`config.mk`:
```
export PLATFORM = sky130hd
export DESIGN_NAME = dct2d_rowcol_seq
export DESIGN_NICKNAME = d
export VERILOG_FILES = /design/src/rtl/dct2d_rowcol_seq.sv
export SDC_FILE = /design/constraint.sdc
export NUM_CORES = 2
export LEC_CHECK = 0
export ABC_AREA = 1
export BUFFER_PORTS_ARGS = -buffer_cell sky130_fd_sc_hd__buf_2
export CORE_MARGIN = 2
export CORE_UTILIZATION = 45
export CTS_CLUSTER_DIAMETER = 80
export CTS_CLUSTER_SIZE = 16
export DETAILED_ROUTE_END_ITERATION = 10
export PLACE_DENSITY = 0.73
export SLEW_MARGIN = 15
export SYNTH_ARGS = -nofsm -noshare
export SYNTH_HDL_FRONTEND = slang
export SYNTH_SLANG_ARGS = --single-unit
export TNS_END_PERCENT = 5
```
`constraint.sdc`:
```
create_clock -name clk -period 24.4 [get_ports clk]
set_clock_uncertainty 0.05 [all_clocks]
set_input_delay 4.88 -clock clk [delete_from_list [all_inputs] [get_ports clk]]
set_output_delay 4.88 -clock clk [all_outputs]
set_load 0.03 [all_outputs]
```
`src/rtl/dct2d_rowcol_seq.sv`:
```
// 8x8 2-D DCT sequencer: streams rows through one shared 1-D core into a transpose
// buffer, then streams the buffer columns back through the same core to the output.
module dct2d_rowcol_seq #(
    parameter int W = 32,
    parameter int N = 8
) (
    input  logic                clk,
    input  logic                rst_n,
    input  logic                in_valid,
    output logic                in_ready,
    input  logic [N-1:0][W-1:0] in_row,
    output logic                core_in_valid,
    input  logic                core_in_ready,
    output logic [N-1:0][W-1:0] core_in,
    input  logic                core_out_valid,
    output logic                core_out_ready,
    input  logic [N-1:0][W-1:0] core_out,
    output logic                out_valid,
    input  logic                out_ready,
    output logic [N-1:0][W-1:0] out_col,
    output logic [2:0]          out_idx,
    output logic                out_last,
    output logic                busy
);

    generate
        if (N != 8) begin : g_n_check
            $error("dct2d_rowcol_seq: N must be 8, the core is 8-point");
        end
    endgenerate

    typedef enum logic {
        ROW = 1'b0,
        COL = 1'b1
    } state_t;

    // All control state lives in one registered struct so it can be probed as a unit.
    typedef struct packed {
        state_t     state;
        logic [3:0] feed_cnt;
        logic [3:0] recv_cnt;
        logic       busy;
    } ctrl_t;

    ctrl_t ctrl;

    logic [W-1:0]         row_buf [N][N];
    logic [N-1:0][W-1:0]  col_vec;
    logic                 feeding;
    logic                 in_hs;
    logic                 core_in_hs;
    logic                 core_out_hs;
    logic                 out_hs;

    assign feeding     = (ctrl.feed_cnt < 4'd8);
    assign in_hs       = in_valid && in_ready;
    assign core_in_hs  = core_in_valid && core_in_ready;
    assign core_out_hs = core_out_valid && core_out_ready;
    assign out_hs      = out_valid && out_ready;

    always_comb begin
        for (int k = 0; k < N; k++) begin
            col_vec[k] = row_buf[k][ctrl.feed_cnt[2:0]];
        end
    end

    // Handshake outputs are forced low while reset is asserted, independent of the core.
    always_comb begin
        in_ready       = 1'b0;
        core_in_valid  = 1'b0;
        core_in        = in_row;
        core_out_ready = 1'b0;
        out_valid      = 1'b0;
        if (rst_n) begin
            if (ctrl.state == ROW) begin
                in_ready       = core_in_ready && feeding;
                core_in_valid  = in_valid && feeding;
                core_out_ready = 1'b1;
            end else begin
                core_in_valid  = feeding;
                core_in        = col_vec;
                core_out_ready = out_ready;
                out_valid      = core_out_valid;
            end
        end
    end

    assign out_col  = core_out;
    assign out_idx  = ctrl.recv_cnt[2:0];
    assign out_last = out_valid && (ctrl.recv_cnt == 4'd7);
    assign busy     = ctrl.busy;

    always_ff @(posedge clk or negedge rst_n) begin
        if (!rst_n) begin
            ctrl <= '{state: ROW, feed_cnt: 4'd0, recv_cnt: 4'd0, busy: 1'b0};
        end else begin
            if (core_in_hs) ctrl.feed_cnt <= ctrl.feed_cnt + 4'd1;
            if (in_hs)      ctrl.busy     <= 1'b1;
            unique case (ctrl.state)
                ROW: begin
                    if (core_out_hs) begin
                        if (ctrl.recv_cnt == 4'd7) begin
                            ctrl.state    <= COL;
                            ctrl.feed_cnt <= 4'd0;
                            ctrl.recv_cnt <= 4'd0;
                        end else begin
                            ctrl.recv_cnt <= ctrl.recv_cnt + 4'd1;
                        end
                    end
                end
                COL: begin
                    if (out_hs) begin
                        if (ctrl.recv_cnt == 4'd7) begin
                            ctrl.state    <= ROW;
                            ctrl.feed_cnt <= 4'd0;
                            ctrl.recv_cnt <= 4'd0;
                            ctrl.busy     <= 1'b0;
                        end else begin
                            ctrl.recv_cnt <= ctrl.recv_cnt + 4'd1;
                        end
                    end
                end
                default: ;
            endcase
        end
    end

    // Row results land in buffer row recv_cnt; contents need no reset.
    always_ff @(posedge clk) begin
        if (ctrl.state == ROW && core_out_hs) begin
            for (int k = 0; k < N; k++) begin
                row_buf[ctrl.recv_cnt[2:0]][k] <= core_out[k];
            end
        end
    end

endmodule

```
# Word-level counts from Yosys, hierarchy flattened
# Memory sizes are Yosys's and may differ from the RTL's.
# Cells that the tools add are included.
# word_totals
mem_count	1
ramBits	2048
elab_cells	69
in_bits	518
register_bits	10
output_inout_bits	521
# memory_table
memory	words	word_bits	read_ports	rd_ports_with_merged_regs	wr	line	source
row_buf	8	256	8	0	1	47	logic [W-1:0] row_buf [N][N];
# op_classes
n_reduce_logical	9
addsub	2
n_eq_ne	3
mux	46
bitwise_logic	2
magnitude_cmp	2
# ops
op	n
32-bit binary-select mux with 3-bit select	8
256-bit two-way mux	2
32-bit two-way mux	16
9-bit one-hot mux with 2 select lines	1
1-bit two-way mux	13
10-bit two-way mux	1
5-bit two-way mux	2
9-bit two-way mux	1
4-bit by 1-bit adder with 4-bit output (second input constant)	2
1-bit logical AND	8
4-bit two-way mux	2
4-bit by 3-bit == test with 1-bit output (second input constant)	1
4-bit >= comparator (second input constant)	1
4-bit < comparator (second input constant)	1
3-bit inverter with 4-bit output	1
2-bit by 1-bit inequality test with 1-bit output (second input constant)	1
2-bit inequality test (second input constant)	1
2-bit AND reduction	1
1-bit inverter	1

# Logic depth before layout (Yosys ltp)
# depth
ltp_word	9
depth_mapped	9
ltp_nobuf	7

# Worst setup path after synthesis
# Ideal clock, no wire load.
# synth_path
path_kind	input to register
from	in rst_n
to	mem row_buf[0][0] in the netlist's numbering (enable)
required_time_ps	23473
path_slack_ps	7697
arrival_ps	15775
path_buffers	0
setup_time_ps	877
path_stages	4
cell_sequence	nand2_1 -> nor2_1 -> nand2_1 -> nor2_1
# synth_via
elab_chain_len	5
# synth_lines
item	line	source
start, declared	8	input logic rst_n,
1-bit two-way mux	74	if (rst_n) begin
1-bit logical AND	58	assign core_out_hs = core_out_valid && core_out_ready;
1-bit logical AND	130	if (ctrl.state == ROW && core_out_hs) begin
1-bit two-way mux	130	
1-bit two-way mux (implied by the code)	132	row_buf[ctrl.recv_cnt[2:0]][k] <= core_out[k];
end, declared	47	
# Every way passes these cells.

==> metrics.yaml <==
run_status:
  status: "completed"
setup_path:
  arrival_ns: 7.40
  cp_data_required_time_ns: 19.47
  reg2reg_slack_ns: 19.92
  reg2regPathDepth: 8
  critPathMaxFanout: 114
  crit_type: "in -> out"
  timing.rr.end: "row_buf[1][103]"
  cp-end-kind: "output port"
  startpoint_type: "input port"
  r2r_start: "ctrl[9]"
clock_tree:
  post_cts_resized: 0
  cts_setup_buffers: 0
  cts_htree_levels: 4
  cts_tree: "done"
  clkSlewWorstSetupHoldPaths_ns: 0.06
  clkLatencyLatePin_ns: 0.84
  clkSinkCount: 2058
  cts_buffer_depth: 3
  hold_buffers: 0
  numCtsBuffers: 154
  cts_root_buffer: "clkbuf_16"
worst_hold_path:
  hp-start: "ctrl[4]"
  hold_class: "reg -> reg"
  whs_endpoint: "ctrl[4]"
  hold_depth: 2
sta:
  period_minus_slack_ns: 12.33
  tightest_slew_ns: 1.17
  setup_violations: 0
  fin_tns_setup_ns: 0
  rsz0062_at_grt: "false"
  clock.fmax_mhz: 81.1
  maxSlewHeadroom_pct: 22.0
  slew_viol_final: 0
  hold_viol_final: 0
  timing.final.crit_share_pct: 50.5
floorplan:
  rows: 164
  dieHeight_um: 453
  ios: 1039
  fp.coreArea_um2: 200000
  die_x_um: 453
  start_util_pct: 45.3
  dieArea_um2: 205000
layout:
  seq_area_um2: 61800
  multiInputGateArea_um2: 19800
  stdcell_count: 12100
  fillers: 17200
  drive_above_1_share_pct: 14.2
  area.growth.synth_to_final_pct: 10.8
  nets: 9836
route:
  vias: 63900
  via_per_inst: 5.30
  drt_wl_total_um: 298000
  drt_iter0_markers: 7672
  drtPass1Iterations: 6
  postRouteAntennaNets: 0
  wl_per_cell_um: 24.8
  drc: 0
synthesis:
  synth.cell_area_um2: 90500
  netlist_instances: 8753
  synth-adder-area-share_pct: 0.0276
  synth.avg_cell_area_um2: 10.3
  synth_compound_area_share_pct: 0.0691
  netlist_top_cells_count: "nand2_1 (2978), edfxtp_1 (2048), nand3_1 (1551), inv_1 (1324), buf_4 (274)"
  synth_nets: 9273
  synthSimpleGateAreaFrac_pct: 21.6
  synth.most_common_cell: "nand2_1"
  synthMuxAreaShare_pct: 0
  yosysTopAreaCell: "edfxtp_1"
  synthDistinctLibCells: 24
  synth_top_family_by_area: "simple AND/OR/NAND/NOR gates"
  yosysWarnings: 0
  yosys-top-cells-area: "edfxtp_1 (68%), nand2_1 (12%), nand3_1 (8.6%), inv_1 (5.5%), buf_4 (2.3%)"
  synth_edf_count: 2048
  synth_top_flop_cell: "edfxtp_1"
  synth-xor-area-share_pct: 0.00967
  ys_ff_latch: 2058
  async_flop_share_pct: 0.486
  synth_top_area_share_pct: 67.9
  ys_seq_area_share_pct: 68.2
run:
  maxCapViolCount: 0
pwr:
  powerDensity_nw_per_um2: 104
  p_leak_nw: 43.3
  vdd_drop_max_uv: 91.9
placed_design:
  io_buffer_count: 1038
  hpwl_um: 198000
  dp.cells: 11800
  gp_congestion: 0.888
global_routing:
  grt_usage_pct: 28.5
  grt_max_degree: 188
  first_global_vias: 59100
  grt.overflow.total: 0
  antenna_found_initial: 36
  grt_pass1_wl_um: 417000
## cell families (layout without fill, tap and decap cells)
logic type | Yosys count | after routing
AO/OA/AOI/OAI | 11 | 11
XOR/XNOR | 1 | 1
adder cells (fa/ha/maj) | 2 | 2
buffers and inverters | 2039 | 2651
flip-flops | 2058 | 2058
other | 0 | 35
AND/OR/NAND/NOR | 4642 | 4642
## report_power, final
part           total (mW)  internal, mW  switching (mW)
sequential           4.17          4.09          0.0832
combinational        3.85         0.898            2.95
clock                2.42          1.19            1.24
## sequential cells by signal, indices dropped and copies added (netlist names)
| register | cells |
|---|---|
| row_buf | 2048 |
| busy | 1 |
| ctrl | 6 |
| out_idx | 3 |
## routing by layer
metal | global-route usage (%) | routed length [um] | share of wire, % | up-vias
met4 | 21.1 | 24200 | 8.1 | 20
met5 | 0 | 158 | 0.053 | -
li1 | - | - | - | 29200
met3 | 5.27 | 24200 | 8.1 | 618
met2 | 47.4 | 146000 | 49 | 3182
met1 | 32.9 | 104000 | 35 | 30900
## cell type report
type / count / area share, %
Antenna cell: 35 / 0.0873
Clock buffer: 173 / 3.96
Clock inverter: 32 / 0.484
Inverter: 1327 / 5.00
Multi-Input combinational cell: 4656 / 19.7
Sequential cell: 2058 / 61.6
Tap cell: 2656 / 3.31
Timing Repair Buffer: 1119 / 5.86
## placed cells by master, fill, tap and decap left out, types with 2 or more instances in the layout
cell type / count
dfrtp_1: 7
o21ai_0: 3
inv_1: 1323
nand2_1: 2977
clkinv_8: 7
nor2_4: 8
buf_12: 6
nand3_1: 1551
nor2_1: 10
inv_16: 2
clkbuf_1: 17
inv_6: 5
clkinv_16: 6
or2_2: 9
dfrtp_4: 3
inv_8: 6
diode_2: 35
clkinv_1: 6
clkbuf_16: 156
buf_4: 75
or2_1: 83
a21oi_1: 5
buf_2: 1038
edfxtp_1: 2048
nor3_1: 2
ha_1: 2
## worst max-delay path by stage
stage,startpoint,end,slack [ns],cells past startpoint
after floorplan,rst_n,row_buf[0][0],7.70,4
after global placement,rst_n,core_in[123],12.18,7
after detailed placement,rst_n,core_in[77],12.05,7
after CTS,rst_n,core_in[77],12.05,7
after global routing,rst_n,core_in[77],11.88,7
final,rst_n,core_in[77],12.07,7
## metrics by stage
stage	area [um2]	setup WS [ns]	hold WS (ns)	power [mW]	utilization, %
after floorplan	90500	7.70	0.435	6.77	-
after global placement	95700	12.18	0.463	8.04	47.9
after detailed placement	95700	12.05	0.475	8.09	47.9
after CTS	100000	12.05	0.489	10.5	50.1
after global routing	100000	11.88	0.499	10.9	50.1
final	100000	12.07	0.489	10.4	50.2
## critical path, stage by stage
cell and delay, ns:
buf_2 0.32, nand2_4 0.12, inv_8 0.57, buf_4 0.76, nand3_1 0.20, nand2_1 0.11, buf_2 0.20
Power figures use the tool's default switching activity.
